[config.mk]
export PLATFORM = sky130hd
export DESIGN_NAME = neighbor_counter
export DESIGN_NICKNAME = d
export VERILOG_FILES = /design/src/rtl/neighbor_pkg.sv /design/src/rtl/neighbor_counter_window_counter.sv /design/src/rtl/neighbor_counter.sv
export SDC_FILE = /design/constraint.sdc
export NUM_CORES = 1
export LEC_CHECK = 0
export ABC_AREA = 1
export CAP_MARGIN = 0
export CORE_MARGIN = 4
export CORE_UTILIZATION = 48
export CTS_BUF_LIST = sky130_fd_sc_hd__clkbuf_4 sky130_fd_sc_hd__clkbuf_8
export CTS_CLUSTER_SIZE = 30
export DETAILED_ROUTE_END_ITERATION = 12
export HOLD_SLACK_MARGIN = 0.08
export PLACE_DENSITY_LB_ADDON = 0.05
export SETUP_SLACK_MARGIN = 0.5
export SYNTH_ARGS = -nofsm -noshare
export SYNTH_HDL_FRONTEND = slang
export SYNTH_SLANG_ARGS = --single-unit
export TNS_END_PERCENT = 1
[constraint.sdc]
create_clock -name clk -period 1.2 [get_ports clk]
set_input_delay 0.24 -clock clk [delete_from_list [all_inputs] [get_ports clk]]
set_output_delay 0.24 -clock clk [all_outputs]
set_load 0.03 [all_outputs]
[src/rtl/neighbor_pkg.sv]
// neighbor_pkg: definitions shared by neighbor_counter and the downstream
// result-routing multiplexer.
//   - FSM state encoding (ST_*) and the enum built on it.
//   - Result codes (RES_*) that the multiplexer decodes from res.
package neighbor_pkg;

  localparam logic [1:0] ST_IDLE  = 2'd0;
  localparam logic [1:0] ST_ACCUM = 2'd1;
  localparam logic [1:0] ST_DONE  = 2'd2;

  typedef enum logic [1:0] {
    S_IDLE  = ST_IDLE,
    S_ACCUM = ST_ACCUM,
    S_DONE  = ST_DONE
  } state_t;

  // Counts the multiplexer singles out; every other value takes its default path.
  localparam int unsigned RES_ONE   = 32'd1;
  localparam int unsigned RES_THREE = 32'd3;

endpackage

[src/rtl/neighbor_counter_window_counter.sv]
// window_counter: sample index within the current window.
// Ports:
//   clk, rst_n : clock, asynchronous active-low reset
//   clr        : return the index to 0 (takes priority over inc)
//   inc        : advance the index by one accepted sample
//   last       : high while the index sits at COUNT-1, i.e. the next
//                accepted sample closes the window
module window_counter #(
  parameter int COUNT = 8,
  parameter int IW    = $clog2(COUNT + 1)
) (
  input  logic clk,
  input  logic rst_n,
  input  logic clr,
  input  logic inc,
  output logic last
);

  logic [IW-1:0] idx_r;

  // Index register: clear wins over increment, otherwise hold.
  always_ff @(posedge clk or negedge rst_n) begin
    if (!rst_n) begin
      idx_r <= {IW{1'b0}};
    end else if (clr) begin
      idx_r <= {IW{1'b0}};
    end else if (inc) begin
      idx_r <= idx_r + IW'(1);
    end else begin
      idx_r <= idx_r;
    end
  end

  assign last = (idx_r == IW'(COUNT - 1));

endmodule

[src/rtl/neighbor_counter.sv]
// neighbor_counter: counts the ones in a serial window of COUNT neighbour
// bits and hands the count to the result-routing multiplexer.
// Ports:
//   clk, rst_n : clock, asynchronous active-low reset
//   start      : open a new window (looked at in IDLE only)
//   in_valid   : in_bit carries a sample this cycle
//   in_bit     : neighbour sample, 1 = alive/set
//   abort      : (NEIGHBOR_COUNTER_ABORT_EN only) drop the window in progress
//   in_ready   : a sample is accepted this cycle when in_valid is high
//   busy       : window in progress (ACCUM or DONE)
//   res        : ones-count of the last completed window
//   enable     : one-cycle pulse announcing a fresh res
// Optional build macro: NEIGHBOR_COUNTER_ABORT_EN adds the abort input.
module neighbor_counter
  import neighbor_pkg::*;
#(
  parameter int SIZE  = 5,
  parameter int COUNT = 8
) (
  input  logic            clk,
  input  logic            rst_n,
  input  logic            start,
  input  logic            in_valid,
  input  logic            in_bit,
`ifdef NEIGHBOR_COUNTER_ABORT_EN
  input  logic            abort,
`endif
  output logic            in_ready,
  output logic            busy,
  output logic [SIZE-1:0] res,
  output logic            enable
);

  localparam int IW = $clog2(COUNT + 1);

  // COUNT must fit in res, otherwise the accumulator could wrap.
  if ((COUNT < 1) || (COUNT > ((2 ** SIZE) - 1))) begin : g_bad_count
    $error("neighbor_counter: COUNT must lie in 1 .. 2**SIZE-1");
  end

  state_t          state_r;
  logic [SIZE-1:0] acc_r;
  logic [SIZE-1:0] res_r;

  logic            accept_s;
  logic            abort_s;
  logic            cnt_clr_s;
  logic            cnt_inc_s;
  logic            last_s;
  logic [SIZE-1:0] sum_s;

  // Handshake, abort qualification and the running sum including this sample.
  always_comb begin
    accept_s = in_valid && (state_r == S_ACCUM);
`ifdef NEIGHBOR_COUNTER_ABORT_EN
    abort_s  = abort && (state_r == S_ACCUM);
`else
    abort_s  = 1'b0;
`endif
    sum_s     = acc_r + SIZE'(in_bit);
    // Abort beats a sample arriving in the same cycle.
    cnt_clr_s = ((state_r == S_IDLE) && start) || abort_s;
    cnt_inc_s = accept_s && !abort_s;
  end

  window_counter #(
    .COUNT (COUNT),
    .IW    (IW)
  ) u_window_counter (
    .clk   (clk),
    .rst_n (rst_n),
    .clr   (cnt_clr_s),
    .inc   (cnt_inc_s),
    .last  (last_s)
  );

  // Window FSM with accumulator and result register.
  always_ff @(posedge clk or negedge rst_n) begin
    if (!rst_n) begin
      state_r <= S_IDLE;
      acc_r   <= {SIZE{1'b0}};
      res_r   <= {SIZE{1'b0}};
    end else begin
      case (state_r)
        S_IDLE: begin
          if (start) begin
            state_r <= S_ACCUM;
            acc_r   <= {SIZE{1'b0}};
          end else begin
            state_r <= S_IDLE;
          end
        end
        S_ACCUM: begin
          if (abort_s) begin
            state_r <= S_IDLE;
            acc_r   <= {SIZE{1'b0}};
          end else if (accept_s) begin
            acc_r <= sum_s;
            if (last_s) begin
              // The closing sample is folded straight into res.
              res_r   <= sum_s;
              state_r <= S_DONE;
            end else begin
              state_r <= S_ACCUM;
            end
          end else begin
            state_r <= S_ACCUM;
          end
        end
        S_DONE: begin
          state_r <= S_IDLE;
        end
        default: begin
          state_r <= S_IDLE;
        end
      endcase
    end
  end

  // Handshake outputs decode straight from the state register.
  assign in_ready = (state_r == S_ACCUM);
  assign busy     = (state_r != S_IDLE);
  assign enable   = (state_r == S_DONE);
  assign res      = res_r;

endmodule

==> results of run 1 <==
synth_stat cells, drive strengths merged:
cell type  instances  area (µm²)
nand3b             1        20.0
nor2               5        26.3
dfrtp             16         400
nand2             27         109
nand3             15        92.6
inv                7        26.3
nand4              2        12.5
xor2               2        17.5
buf                1        11.3
o21ai              9        60.1
ha                 3        37.5
flip-flops by register name, summed over array words and instances (netlist names):
signal	cells
acc_r	5
state_r	2
res	5
u_window_counter.idx_r	4
cells in the final DEF, fill, tap and decap left out, drive strengths merged:
| cell type | n |
|---|---|
| nor2 | 5 |
| inv | 7 |
| clkbuf | 4 |
| nand3 | 15 |
| dfrtp | 16 |
| xor2 | 2 |
| dlygate4sd2 | 1 |
| buf | 16 |
| ha | 3 |
| o21ai | 9 |
| clkdlybuf4s50 | 3 |
| nand4 | 2 |
| nand3b | 1 |
| nand2 | 27 |
timing repair:
item,4_1_cts,5_1_grt
endpoints found under the setup margin,24,24
pin swaps,5,0
gates resized for setup,12,5
buffers inserted,1,0
power breakdown:
| part | internal, mW | total, mW | switching [mW] | leakage (nW) |
|---|---|---|---|---|
| Combinational | 0.608 | 1.34 | 0.728 | 0.344 |
| Clock | 0.184 | 0.346 | 0.162 | 0.0210 |
| Sequential | 0.759 | 0.970 | 0.211 | 0.209 |
kinds of logic after synthesis:
| kind of cell | Yosys count | share of synthesized area [%] |
|---|---|---|
| and+or+nand+nor | 50 | 32.0 |
| DFF | 16 | 49.2 |
| AOI/OAI and AO/OA | 9 | 7.38 |
| buffers and inverters | 8 | 4.61 |
| adders and majority gates | 3 | 4.62 |
| xor gates and xnor gates | 2 | 2.15 |
per-stage QoR:
step	setup TNS, ns	area (µm²)	utilization [%]
after floorplan	0	838	-
after detailed placement	-3.05	1000	64.1
after global placement	-3.08	1000	64.1
after CTS	-0.260	1080	69.0
after global routing	-1.37	1090	69.9
final	-0.236	1090	69.9
routing by layer:
metal | up-vias | GRT usage, % | wire (µm)
met1 | 302 | 18.3 | 728
met3 | 2 | 5.50 | 82
met5 | - | 0 | 0
met4 | 0 | 8.06 | 13
li1 | 339 | - | -
met2 | 13 | 23.7 | 696
layout make-up:
type	count	area, µm²	area share (%)
tap	16	20.0	1.84
sequential	16	402	36.9
multi-input combinational	64	410	37.7
timing repair buffer	20	193	17.7
clock buffer	4	36.3	3.33
inverter	7	28.8	2.64
worst max-delay path: stages, from the launching register on:
cell     delay, ns
dfrtp_1       0.39
inv_2         0.07
buf_4         0.13
nand2_1       0.06
buf_6         0.13
worst paths after layout:
check | from | to | slack, ns | depth (start not counted)
worst max-delay path | state_r[1]$_DFF_PN0_ | busy | -0.1 | 4
worst min register to register | res[2]$_DFFE_PN0P_ | res[2]$_DFFE_PN0P_ | 0.51 | 2
min in group clk | in_bit | res[0]$_DFFE_PN0P_ | 0.48 | 4
worst min-delay path | rst_n | res[2]$_DFFE_PN0P_ | 0.27 | 2
worst max register to register | state_r[1]$_DFF_PN0_ | state_r[0]$_DFF_PN0_ | 0.01 | 5
max in group asynchronous | rst_n | state_r[0]$_DFF_PN0_ | 0.73 | 2
==> impl_metrics.tcl, run 1 <==
set metrics [dict create \
    crit_fanout 3 \
    clk_latency_ns 0.28 \
    dpl.hpwl_um 1130 \
    globalRouteOverflowTotal 0 \
    wl_per_cell_um 12.0 \
    syn_avg_cell_area_um2 9.24 \
    fmaxAchievable_mhz 770 \
    syn_inst 88 \
    whs_ns 0.266 \
    antenna_found_initial 0 \
    fin_crit_sh_pct 108 \
    grt_pass1_vias 652 \
    slew_violations 0 \
    skew_ns 0.00292 \
    vias_per_cell 5.17 \
    rsz0062_at_grt "yes" \
    clockRootBuffer "clkbuf_4" \
    cp.arrival_ns 1.06 \
    fillers 121 \
    drt-total-wl_um 1520 \
    crit_type "flip-flop to output port" \
    drive_gt1_share_pct 33.3 \
    cts_tree "yes" \
    die_w_um 49.2 \
    syn_nets 96 \
    fin_ws_ns -0.0989 \
    yosysWarnings 0 \
    maxCapViolCount 0 \
    cts_hold_buf 0 \
    cts_buffers 3 \
    tightest_slew_ns 0.251 \
    grt_pass1_wl_um 2820 \
    area_growth_pct 34.0 \
    initial_core_util_pct 52.2 \
    dp.cells 122 \
    hold_violations 0 \
    p_leak_nw 0.574 \
    p_per_area_nw_per_um2 2430 \
    dr.pass1.iters 4 \
    ios 13 \
    grtUsageTotal_pct 15.3 \
    fp.dieH_um 49.2 \
    clock_sinks 16 \
    vias 656 \
    die_area_um2 2420 \
    detail-route-antenna-nets 0 \
    netlist_area_um2 813 \
    antennaDiodeCount 0 \
    min_path_type "input pin to asynchronous set/reset pin" \
    status "complete, but fails checks" \
    ys_seq_elements 16 \
    fin_nets 120 \
    clockBufferDepth 2 \
    rows 14 \
    grt_max_degree 17 \
    start_kind "flip-flop" \
    drt_iter0_markers 21 \
    ys_seq_area_share_pct 49.2 \
    finalNonFillerCells 127 \
    setup_viol 3 \
    slew_headroom_pct 83.2 \
    ir_worst_vdd_uv 1660 \
    p_total_mw 2.65 \
    htreeDepth 1 \
    drc 0 \
    cp.required_ns 0.96 \
    violations "setup timing" \
    place.gp.congestion 0.756 \
    min_period_ns 1.30 \
    io_buffer_count 12 \
    core_area_um2 1560 \
    endpoint_kind "output port" \
    clkTransAtPathRegs_ns 0.09 \
    synth.distinct_cells 18 \
    dp_slack_ns -0.268 \
]
Note: power is estimated with default switching activity, not from simulation.
==> run 2: changes to the inputs <==
--- a/config.mk
+++ b/config.mk
@@ -8,7 +8,7 @@
 export ABC_AREA = 1
 export CAP_MARGIN = 0
 export CORE_MARGIN = 4
-export CORE_UTILIZATION = 48
+export CORE_UTILIZATION = 54
 export CTS_BUF_LIST = sky130_fd_sc_hd__clkbuf_4 sky130_fd_sc_hd__clkbuf_8
 export CTS_CLUSTER_SIZE = 30
 export DETAILED_ROUTE_END_ITERATION = 12
==> constraint.sdc (replaced) <==
create_clock -name clk -period 1.3 [get_ports clk]
set_input_delay 0.26 -clock clk [delete_from_list [all_inputs] [get_ports clk]]
set_output_delay 0.26 -clock clk [all_outputs]
set_load 0.03 [all_outputs]
==> run 2 against run 1 <==
Against the previous run: the flow still finishes with violations (setup timing); sequential power decreased by 6.6%; hold slack improved by 0.010 ns; highest routed layer unchanged; sequential share of layout area increased by 0.26 points; combinational power decreased by 7%; flip-flop and latch count unchanged; first-iteration DRC count decreased by 14%; critical path type unchanged; non-clock buffer count increased by 1; clock skew increased by 0.0050 ns; core utilization increased by 9.3 points.
==> impl_metrics.tcl, run 2 (synthesized netlist as in run 1, its figures left out) <==
set metrics [dict create \
    status "complete, but fails checks" \
    violations "setup timing" \
    core_area_um2 1370 \
    clkTransAtPathRegs_ns 0.09 \
    wl_per_cell_um 13.6 \
    initial_core_util_pct 59.5 \
    setup_viol 1 \
    critPathMaxStageDelay_ns 0.39 \
    clock_sinks 16 \
    cp.arrival_ns 1.04 \
    vias 698 \
    crit_fanout 5 \
    fp.dieH_um 46.8 \
    vias_per_cell 5.54 \
    cp_num_buf_inv 3 \
    hold_violations 0 \
    fin_crit_sh_pct 100 \
    cts_tree "yes" \
    cts_hold_buf 0 \
    crit_path_start "state_r[1]$_DFF_PN0_" \
    io_buffer_count 12 \
    min_path_type "input pin to asynchronous set/reset pin" \
    slew_violations 0 \
    drt_iter0_markers 18 \
    clockRootBuffer "clkbuf_4" \
    die_w_um 46.8 \
    maxCapViolCount 0 \
    drt-total-wl_um 1720 \
    dp.cells 118 \
    crit_type "flip-flop to output port" \
    antennaDiodeCount 0 \
    cp.required_ns 1.04 \
    critPathSlowestCell "dfrtp_1" \
    design_area_um2 1080 \
    place_area_um2 988 \
    tightest_slew_ns 0.218 \
    clockBufferDepth 2 \
    fin_ws_ns -0.00437 \
    globalRouteOverflowTotal 0 \
    path_cells "inv_2, nand2_2, inv_2, buf_6" \
    grt_max_degree 17 \
    start_kind "flip-flop" \
    grt_pass1_wl_um 2860 \
    dpl.hpwl_um 1170 \
    drc 0 \
    area_growth_pct 33.1 \
    fmaxAchievable_mhz 767 \
    clk_latency_ns 0.29 \
    slew_headroom_pct 85.4 \
    antenna_found_initial 0 \
    rsz0062_at_grt "yes" \
    cpMostUsedCell "inv_2" \
    p_per_area_nw_per_um2 2230 \
    detail-route-antenna-nets 0 \
    rows 13 \
    endpoint_kind "output port" \
    grtUsageTotal_pct 18.5 \
    die_area_um2 2190 \
    p_leak_nw 0.575 \
    ir_worst_vdd_uv 1560 \
    htreeDepth 1 \
    fin_nets 121 \
    cp_top_family "flip-flops" \
    rr_startpoint "state_r[1]$_DFF_PN0_" \
    cts_buffers 3 \
    drive_gt1_share_pct 34.2 \
    grt_pass1_vias 682 \
    dr.pass1.iters 4 \
    fillers 93 \
    ios 13 \
    final_common_cell "nand2_1" \
    skew_ns 0.00791 \
    place.gp.congestion 0.815 \
    min_period_ns 1.30 \
    final_cell_mix "nand2_1 (25), dfrtp_1 (15), nand3_1 (13)" \
    finalNonFillerCells 126 \
]
==> run 2: path summary, 6_finish.rpt <==
path | end | slack [ns] | cells after the start
min | u_window_counter.idx_r[3]$_DFFE_PN0P_ | 0.28 | 2
min reg2reg | res[4]$_DFFE_PN0P_ | 0.51 | 2
max reg2reg | acc_r[1]$_DFFE_PN0P_ | 0.08 | 6
max | in_ready | -0.004 | 4
max in group asynchronous | state_r[0]$_DFF_PN0_ | 0.83 | 2
min in group clk | res[0]$_DFFE_PN0P_ | 0.39 | 4
==> run 2: timing repair <==
item / CTS / global route
pin swaps: 1 / 5
buffers inserted: 5 / 0
gates resized for setup: 15 / 26
setup endpoints to repair: 24 / 24
==> run 2: worst reg2reg max path, stage by stage, from the launching register on <==
cell	delay, ns
dfrtp_1	0.39
inv_2	0.11
buf_4	0.13
nand3_4	0.16
buf_4	0.20
nand3_1	0.07
nand2_1	0.05
==> run 2: metal layers <==
layer | routed length, µm | track usage (%) | vias up | part of all wire [%]
met5 | 0 | 0 | - | 0
met3 | 107 | 3.45 | 5 | 6.2
met2 | 842 | 31.2 | 24 | 49
met1 | 747 | 23.7 | 329 | 43
met4 | 21 | 6.63 | 0 | 1.2
li1 | - | - | 340 | -
==> run 2: stage by stage <==
| stage | power, mW | hold slack, ns | worst slack, ns | util [%] | setup TNS, ns |
|---|---|---|---|---|---|
| 2_1_floorplan | 1.64 | -0.0356 | 0.214 | - | 0 |
| 3_3_place_gp | 1.96 | 0.462 | -0.164 | 72.3 | -1.60 |
| 3_5_place_dp | 2.00 | 0.473 | -0.206 | 72.3 | -1.85 |
| 4_1_cts | 2.34 | 0.281 | 0.0164 | 77.8 | 0 |
| 5_1_grt | 2.59 | 0.285 | -0.0581 | 79.2 | -0.177 |
| 6_report | 2.41 | 0.277 | -0.00437 | 79.2 | -0.00437 |
==> run 2: power by group <==
part | internal [mW] | switching [mW]
sequential | 0.701 | 0.205
combinational | 0.560 | 0.684
clock | 0.108 | 0.151
==> run 2: final cells by class <==
type,instances,area [µm²],share of cell area [%]
well taps,15,18.8,1.73
clock buffers,3,22.5,2.08
multi-input cells,64,413,38.2
flip-flops and latches,16,402,37.1
inverters,7,26.3,2.43
repair buffers,21,200,18.5
